## config.mk

```make
export PLATFORM = sky130hd
export DESIGN_NAME = tlu_stream_arbiter
export DESIGN_NICKNAME = d
export VERILOG_FILES = /design/src/rtl/tlu_stream_arbiter.sv
export SDC_FILE = /design/constraint.sdc
export NUM_CORES = 1
export LEC_CHECK = 0
export ABC_AREA = 1
export BUFFER_PORTS_ARGS = -buffer_cell sky130_fd_sc_hd__buf_2
export CORE_MARGIN = 2
export CORE_UTILIZATION = 55
export DETAILED_ROUTE_END_ITERATION = 16
export HOLD_SLACK_MARGIN = 0.1
export PLACE_DENSITY = 0.74
export SLEW_MARGIN = 20
export SYNTH_ARGS = -nofsm -noshare
export SYNTH_HDL_FRONTEND = slang
export SYNTH_SLANG_ARGS = --single-unit
```

## constraint.sdc

```tcl
create_clock -name BUS_CLK -period 3.8 [get_ports BUS_CLK]
set_input_delay 0.38 -clock BUS_CLK [delete_from_list [all_inputs] [get_ports BUS_CLK]]
set_output_delay 0.38 -clock BUS_CLK [all_outputs]
set_load 0.1 [all_outputs]
```

## src/rtl/tlu_stream_arbiter.sv

```systemverilog
// -----------------------------------------------------------------------------
// tlu_stream_arbiter
//
// Round-robin framing arbiter. Shares one FWFT word sink among up to 16 FWFT
// word sources. Each grant copies a burst of up to MAX_BURST words from one
// source into a local buffer. The burst is then presented downstream as a
// frame: a header {4'hA, source id, word count} followed by the buffered words.
//
// Ports
//   BUS_CLK     in   clock
//   BUS_RST_N   in   asynchronous active-low reset
//   SRC_ENABLE  in   [N_SRC]     per-source enable, looked at only when granting
//   SRC_EMPTY   in   [N_SRC]     source FIFO empty flags
//   SRC_DATA    in   [16*N_SRC]  source FWFT data, source i at [16i+15:16i]
//   SRC_READ    out  [N_SRC]     pop strobe to the granted source (one-hot/zero)
//   OUT_READ    in   downstream pop strobe
//   OUT_EMPTY   out  low while a frame word is presented
//   OUT_DATA    out  [16] presented word, zero while OUT_EMPTY is high
//   BUSY        out  high whenever the arbiter is not idle
//   FRAME_CNT   out  [16] completed frame count, wraps to zero
// -----------------------------------------------------------------------------
module tlu_stream_arbiter #(
    parameter int N_SRC     = 4,
    parameter int MAX_BURST = 16
) (
    input  logic                 BUS_CLK,
    input  logic                 BUS_RST_N,
    input  logic [N_SRC-1:0]     SRC_ENABLE,
    input  logic [N_SRC-1:0]     SRC_EMPTY,
    input  logic [16*N_SRC-1:0]  SRC_DATA,
    output logic [N_SRC-1:0]     SRC_READ,
    input  logic                 OUT_READ,
    output logic                 OUT_EMPTY,
    output logic [15:0]          OUT_DATA,
    output logic                 BUSY,
    output logic [15:0]          FRAME_CNT
);

    localparam int SRC_W = (N_SRC > 1) ? $clog2(N_SRC) : 1;
    localparam int CNT_W = 8;
    localparam logic [CNT_W-1:0] LAST_IDX  = CNT_W'(MAX_BURST - 1);
    localparam logic [CNT_W-1:0] BURST_LIM = CNT_W'(MAX_BURST);
    localparam logic [SRC_W-1:0] LAST_SRC  = SRC_W'(N_SRC - 1);

    typedef enum logic [1:0] {
        S_IDLE,
        S_FILL,
        S_HDR,
        S_DRAIN
    } state_e;

    state_e           state_q, state_d;
    logic [SRC_W-1:0] gnt_q, gnt_d;
    logic [SRC_W-1:0] rr_ptr_q, rr_ptr_d;
    logic [CNT_W-1:0] cnt_q, cnt_d;
    logic [CNT_W-1:0] rd_q, rd_d;
    logic [15:0]      frame_cnt_q, frame_cnt_d;
    logic [15:0]      mem_q [MAX_BURST];

    logic             gnt_empty;
    logic [15:0]      gnt_data;
    logic [N_SRC-1:0] req;
    logic             req_found;
    logic [SRC_W-1:0] req_pick;
    logic             fill_rd;
    logic [15:0]      hdr_word;
    logic [15:0]      drain_word;

    // Granted source's FWFT view. Compared against each index rather than
    // indexed directly so the select stays in range for any N_SRC.
    always_comb begin
        gnt_empty = 1'b1;
        gnt_data  = '0;
        for (int i = 0; i < N_SRC; i++) begin
            if (gnt_q == SRC_W'(i)) begin
                gnt_empty = SRC_EMPTY[i];
                gnt_data  = SRC_DATA[16*i +: 16];
            end
        end
    end

    // Round-robin search: first requester at or after rr_ptr, wrapping.
    always_comb begin
        int idx;
        idx       = 0;
        req       = ~SRC_EMPTY & SRC_ENABLE;
        req_found = 1'b0;
        req_pick  = '0;
        for (int k = 0; k < N_SRC; k++) begin
            idx = int'(rr_ptr_q) + k;
            if (idx >= N_SRC) begin
                idx = idx - N_SRC;
            end
            for (int i = 0; i < N_SRC; i++) begin
                if (!req_found && idx == i && req[i]) begin
                    req_found = 1'b1;
                    req_pick  = SRC_W'(i);
                end
            end
        end
    end

    // A word is taken whenever the granted source has one and the buffer has room.
    assign fill_rd = (state_q == S_FILL) && !gnt_empty && (cnt_q < BURST_LIM);

    // NOTE: every variable gets a default at the top of a combinational block so
    // no path leaves it unassigned; otherwise synthesis infers a latch.
    always_comb begin
        state_d     = state_q;
        gnt_d       = gnt_q;
        rr_ptr_d    = rr_ptr_q;
        cnt_d       = cnt_q;
        rd_d        = rd_q;
        frame_cnt_d = frame_cnt_q;

        case (state_q)
            S_IDLE: begin
                if (req_found) begin
                    gnt_d   = req_pick;
                    cnt_d   = '0;
                    state_d = S_FILL;
                end
            end
            S_FILL: begin
                if (fill_rd) begin
                    cnt_d = cnt_q + 1'b1;
                    if (cnt_q == LAST_IDX) begin
                        state_d = S_HDR;
                    end
                end else if (gnt_empty && cnt_q != '0) begin
                    // Source ran dry after at least one word: close the frame.
                    state_d = S_HDR;
                end
            end
            S_HDR: begin
                if (OUT_READ) begin
                    rd_d    = '0;
                    state_d = S_DRAIN;
                end
            end
            S_DRAIN: begin
                if (OUT_READ) begin
                    if (rd_q == cnt_q - 1'b1) begin
                        frame_cnt_d = frame_cnt_q + 1'b1;
                        rr_ptr_d    = (gnt_q == LAST_SRC) ? '0 : gnt_q + 1'b1;
                        state_d     = S_IDLE;
                    end else begin
                        rd_d = rd_q + 1'b1;
                    end
                end
            end
            default: state_d = S_IDLE;
        endcase
    end

    // NOTE: sequential state uses non-blocking assignments so every flop samples
    // the pre-edge values, independent of statement order.
    always_ff @(posedge BUS_CLK or negedge BUS_RST_N) begin
        if (!BUS_RST_N) begin
            state_q     <= S_IDLE;
            gnt_q       <= '0;
            rr_ptr_q    <= '0;
            cnt_q       <= '0;
            rd_q        <= '0;
            frame_cnt_q <= '0;
        end else begin
            state_q     <= state_d;
            gnt_q       <= gnt_d;
            rr_ptr_q    <= rr_ptr_d;
            cnt_q       <= cnt_d;
            rd_q        <= rd_d;
            frame_cnt_q <= frame_cnt_d;
        end
    end

    // NOTE: the burst buffer has no reset; every entry is written in FILL before
    // DRAIN can read it, so resetting it would only add reset fan-out.
    always_ff @(posedge BUS_CLK) begin
        for (int i = 0; i < MAX_BURST; i++) begin
            if (fill_rd && cnt_q == CNT_W'(i)) begin
                mem_q[i] <= gnt_data;
            end
        end
    end

    always_comb begin
        drain_word = '0;
        for (int i = 0; i < MAX_BURST; i++) begin
            if (rd_q == CNT_W'(i)) begin
                drain_word = mem_q[i];
            end
        end
    end

    assign hdr_word = {4'hA, 4'(gnt_q), cnt_q};

    always_comb begin
        SRC_READ = '0;
        for (int i = 0; i < N_SRC; i++) begin
            if (fill_rd && gnt_q == SRC_W'(i)) begin
                SRC_READ[i] = 1'b1;
            end
        end
    end

    always_comb begin
        OUT_EMPTY = 1'b1;
        OUT_DATA  = '0;
        case (state_q)
            S_HDR: begin
                OUT_EMPTY = 1'b0;
                OUT_DATA  = hdr_word;
            end
            S_DRAIN: begin
                OUT_EMPTY = 1'b0;
                OUT_DATA  = drain_word;
            end
            default: ;
        endcase
    end

    assign BUSY      = (state_q != S_IDLE);
    assign FRAME_CNT = frame_cnt_q;

endmodule
```

# [Word level (Yosys, flattened, before mapping)]
# Memories as Yosys holds them, arrays and structs flattened.
# Index checks and enable logic that the tools add are counted.
[totals] word_cells=344 reg_bits=38 memories=1 output_inout_bits=38 ramBits=256 inputBits=75
[memory_table] name="mem_q" words=16 width=16 rd=16 rd_clocked_by_memory_dff=0 write_ports=1 line="58" source="logic [15:0] mem_q [MAX_BURST];"
[classes] magnitude_cmp=5 n_addsub=12 muxes=158 bitwise=2 reduce_logical=103 n_eq_ne=57
[ops] cell="two-way mux 16 bit" count=35
[ops] cell="== test 32 x 3 -> 1 bit (second input constant)" count=8
[ops] cell="OR reduction 16 bit" count=15
[ops] cell="== test 32 x 2 -> 1 bit (second input constant)" count=4
[ops] cell="== test 8 x 4 -> 1 bit (second input constant)" count=16
[ops] cell="logical NOT 32 bit" count=4
[ops] cell="two-way mux 32 bit" count=4
[ops] cell="two-way mux 1 bit" count=73
[ops] cell="== test 8 x 3 -> 1 bit (second input constant)" count=8
[ops] cell="two-way mux 4 bit" count=15
[ops] cell="logical AND 1 bit" count=54
[ops] cell="two-way mux 2 bit" count=22
[ops] cell="two-way mux 8 bit" count=5
[ops] cell="== test 8 x 2 -> 1 bit (second input constant)" count=4
[ops] cell="case mux 16 bit (2 select lines)" count=1
[ops] cell="case mux 8 bit (2 select lines)" count=2
[ops] cell="adder 16 x 1 -> 16 bit (second input constant)" count=1
[ops] cell="adder 8 x 1 -> 8 bit (second input constant)" count=2
[ops] cell="== test 8 x 1 -> 1 bit (second input constant)" count=2
[ops] cell="logical NOT 1 bit" count=16
[ops] cell="logical NOT 8 bit" count=2
[ops] cell="!= test 2 bit (second input constant)" count=6
[ops] cell="subtractor 3 x 3 -> 4 bit (second input constant)" count=3
[ops] cell="greater-or-equal comparator 3 bit (second input constant)" count=3
[ops] cell="22 further kinds" count=32

# [Logic depth before layout (Yosys ltp)]
[logic_depth] depth_word=67 depth_mapped=23

# [Least setup slack after synthesis]
# Ideal clock, no wire load.
[synth_path] path_type="reg2out" startpoint="register rd_q[1]" endpoint="output port OUT_DATA[12]" required_ns=3.420 path_slack_ns=-0.032 stages_incl_launch_ff=20 t_arrival_ns=3.452 path_cell_list="dfrtp_1 -> inv_1 -> ha_1 -> nand3_1 -> nor2_1 -> buf_2 -> nand2_1 -> nand3_1 -> o211ai_1 -> nand2_1 -> nand3_1 -> nand2_1 -> nand2_1 -> nand3_1 -> nand2_1 -> nand3_1 -> nand3_1 -> nand3_1 -> nand2_1 -> a21oi_1"
[synth_between] elab_chain_cells=18 word_cells_on_any_way=33 cone_classes="eq/ne: 15; mux: 17; reduce/logical: 1"
[synth_rtl] item="start: declaration" line="56" source="logic [CNT_W-1:0] rd_q, rd_d;"
[synth_rtl] item="start signal: assignment" line="171" source="rd_q <= rd_d;"
[synth_rtl] item="logical NOT 8 bit" line="189" source="if (rd_q == CNT_W'(i)) begin"
[synth_rtl] item="two-way mux 16 bit (15 in a row)" line="189"
[synth_rtl] item="two-way mux 16 bit (*)" line="189"
[synth_rtl] item="case mux 16 bit (2 select lines) (*)" line="209" source="case (state_q)"
[synth_rtl] item="end: declaration" line="34" source="output logic [15:0] OUT_DATA,"
# Mark *: on every way between the ends. The rest lies on a longest branch, timed or not.

# [Worst setup path after layout]
[layout_path] startpoint="register rd_q[7]" endpoint="output port OUT_DATA[3]"
# Same word-level chain as after synthesis.

==> key figures <==
Clock tree
  • Clock Sinks: 294
  • Clk_lat worst skew: 0.55 ns
  • TritonCTS Buffers: 29
  • H-Tree Depth: 1
  • CTS tree: yes
  • Maximum root-to-sink buffer count: 3
  • Root buffer cell: clkbuf_16
  • Reg clk slew, reported paths: 0.07 ns

Finish
  • Post-layout util: 68.8%
  • Final nets: 1619
  • Commonest non-fill, non-tap cells in the layout: nand2_1 (351), edfxtp_1 (256), nor2_1 (170)
  • Multi-input gate area: 4870 µm²
  • Layout cells sized above 1: 24.8%
  • Diodes inserted: 0
  • Area grow syn2layout: 22.2%
  • Fill cell count: 1768
  • Commonest non-fill, non-tap cell in the layout: nand2_1
  • Reg area: 8650 µm²

Synth
  • Synth warn: 0
  • Post-synthesis cell count: 1346
  • Fraction of registers with async set/reset: 12.9%
  • Synth Cell Area: 13700 µm²
  • Post-synth EDFFs: 256
  • Synthesized Nets: 1440
  • Mean Syn Cell Area: 10.2 µm²
  • Yosys reg bits: 294
  • Synth unique cells: 45
  • Ys flop type: edfxtp_1
  • Post-synthesis sequential area ratio: 62.9%

Route
  • Routed vias: 10700
  • Drt first pass iters: 6
  • Starting DRT DRC Count: 1019
  • Total wire length: 36900 µm
  • Drt wl/cell: 19.7 µm
  • Routed Antenna Nets: 0
  • Average vias per placed instance: 5.70
  • Post-route DRC: 0

Floorplanning
  • Num ports: 113
  • Core Region: 24400 µm²
  • Overall die area: 26300 µm²
  • Die X: 162 µm
  • FP Rows: 57
  • Chip height: 162 µm
  • Initial Util: 56.3%

Timing
  • Hold slack: 0.165 ns
  • Final TNS setup: 0 ns
  • Final min period: 3.69 ns
  • Clk_skew: 0.0178 ns
  • Worst slew pin tran: 0.890 ns
  • Slew headroom: 40.7%
  • Endpoints failing hold: 0
  • Max Transition Viols Final: 0
  • Fmax: 271 MHz
  • Post-route worst setup slack: 0.110 ns
  • Tcrit/Tclk final: 97.1%
  • RSZ-0062 raised after global routing: true
  • Setup violators final: 0

GRT
  • Vias in the first global route: 10200
  • Largest net degree at the start of global routing: 39
  • Initial antenna violation count: 0
  • First-pass GRT wire length: 55200 µm
  • GR Overflow Total: 0
  • Overall Global Routing Usage: 27.3%

Setup path
  • Worst R2R End: state_q[1]
  • Worst endpoint data arrival time: 3.31 ns
  • R2r worst-path depth: 15
  • Critical path startpoint category: register
  • R2r setup slk: 0.72 ns
  • Worst setup EP type: output pin
  • Crit path max fanout: 5
  • WP data required: 3.42 ns
  • Worst r2r src: gnt_q[1]
  • Crit Path Category: register to output pin

Pwr
  • LEAKAGE: 6.84 nW
  • Power density over the cells: 756 nW/µm²
  • Overall Power: 0.0127 W
  • VDD IR-drop max: 0.675 mV

Hold path
  • Hold path depth: 3
  • Hold_sp: OUT_READ
  • Worst Hold Path EP: rd_q[1]
  • Hold Path Class: input pin to register

Flow run
  • Total of max-cap violations: 0

Placed design
  • # port buffers: 112
  • Place WS: 0.453 ns
  • DP HPWL: 23500 µm
  • Final GP Congestion: 0.879

Run status
  • Outcome: completed
[power by group]
group | internal [W] | switching [W]
Combinational | 0.00155 | 0.00375
Sequential | 0.00436 | 0.0000949
Clock | 0.00171 | 0.00122
Total | 0.00762 | 0.00506
[worst max-delay path by stage]
| stage | start | endpoint | slack [ns] | cells past startpoint |
|---|---|---|---|---|
| floorplan | rd_q[1] | OUT_DATA[14] | 0.02 | 21 |
| finish | rd_q[7] | OUT_DATA[3] | 0.11 | 23 |
| global route | rd_q[1] | OUT_DATA[11] | -0.07 | 21 |
| global placement | rd_q[1] | OUT_DATA[6] | 0.56 | 23 |
| CTS | rd_q[2] | OUT_DATA[14] | 0.003 | 21 |
| detailed placement | rd_q[4] | OUT_DATA[15] | 0.45 | 20 |
[state kept, by name (all words and copies together) (netlist names)]
register,flops
rr_ptr_q,2
cnt_q,8
mem_q,256
gnt_q,2
rd_q,8
FRAME_CNT,16
state_q,2
[logic make-up after synthesis]
logic type	after synthesis	synth area share (%)
simple gates	711	22.5
flops	294	62.9
compound gates	152	6.89
buf+inv	138	4.00
xor+xnor	32	2.04
fa+ha+maj	19	1.73
[Yosys cell counts (2+ instances only)]
library cell	count	area [µm²]
inv_1	59	221
ha_1	19	238
or2_2	19	119
xnor2_1	10	87.6
o31ai_1	21	158
nor2_1	173	649
nand2_4	2	22.5
o21ai_1	10	50.1
nand4_4	2	42.5
xor2_1	22	193
o21ai_0	16	80.1
nand4_1	11	68.8
or2_0	3	18.8
a22oi_1	3	22.5
buf_2	16	80.1
clkbuf_1	31	116
o211ai_1	7	52.6
nor2_4	5	56.3
nand3_2	4	40.0
nand3b_1	7	52.6
nand3_1	95	475
a21oi_1	69	345
nand2_1	363	1360
edfxtp_1	256	7690
nor2_2	10	62.6
a21oi_2	4	35.0
nor3_2	3	30.0
inv_2	26	97.6
dfrtp_1	38	951
nor3_1	9	45.0
nand2_2	3	18.8
clkinv_1	2	7.51
a221oi_1	16	140
[per-stage QoR]
stage	cell area, µm²	cells
after floorplan	13700	1346
after global placement	15300	1789
after detailed placement	15300	1789
after CTS	16300	1849
after global routing	16800	1872
final	16800	1872
[final cells by class]
class,instances,area share (%)
Clock inverter,19,1.22
Sequential cell,294,51.5
Multi-Input combinational cell,914,29.0
Clock buffer,35,4.58
Timing Repair Buffer,197,9.13
Tap cell,324,2.42
Inverter,89,2.15
[critical path, cell delays in order, from the launching register on]
cell      delay (ns)
dfrtp_2         0.45
nor2_4          0.17
nand2_4         0.12
inv_6           0.10
nand2_4         0.07
nor2_4          0.20
clkinv_4        0.10
buf_4           0.17
buf_4           0.13
nand3_1         0.07
nand3_1         0.09
nand2_1         0.07
nand2_1         0.06
nand2_1         0.07
nand2_1         0.05
nand2_1         0.07
nand2_1         0.05
nand2_1         0.05
nand3_1         0.15
nand2_1         0.10
nand2_1         0.05
nand2_1         0.06
nand2_1         0.11
buf_12          0.19
[timing repair]
action	4_1_cts	5_1_grt
setup endpoints to repair	16	16
hold buffers	1	0
hold endpoints to repair	38	0
gates cloned	0	2
setup buffers	5	21
gates resized for setup	14	60
pin swaps	0	13
[layer usage]
metal,global-route usage (%),vias to the layer above,part of all wire [%]
met5,0,-,0
met4,9.81,0,4.0
met3,3.24,93,8.5
met2,46.8,568,49
met1,36.3,5059,39
li1,-,4945,-
No activity file was read; power rests on OpenSTA's default activity.
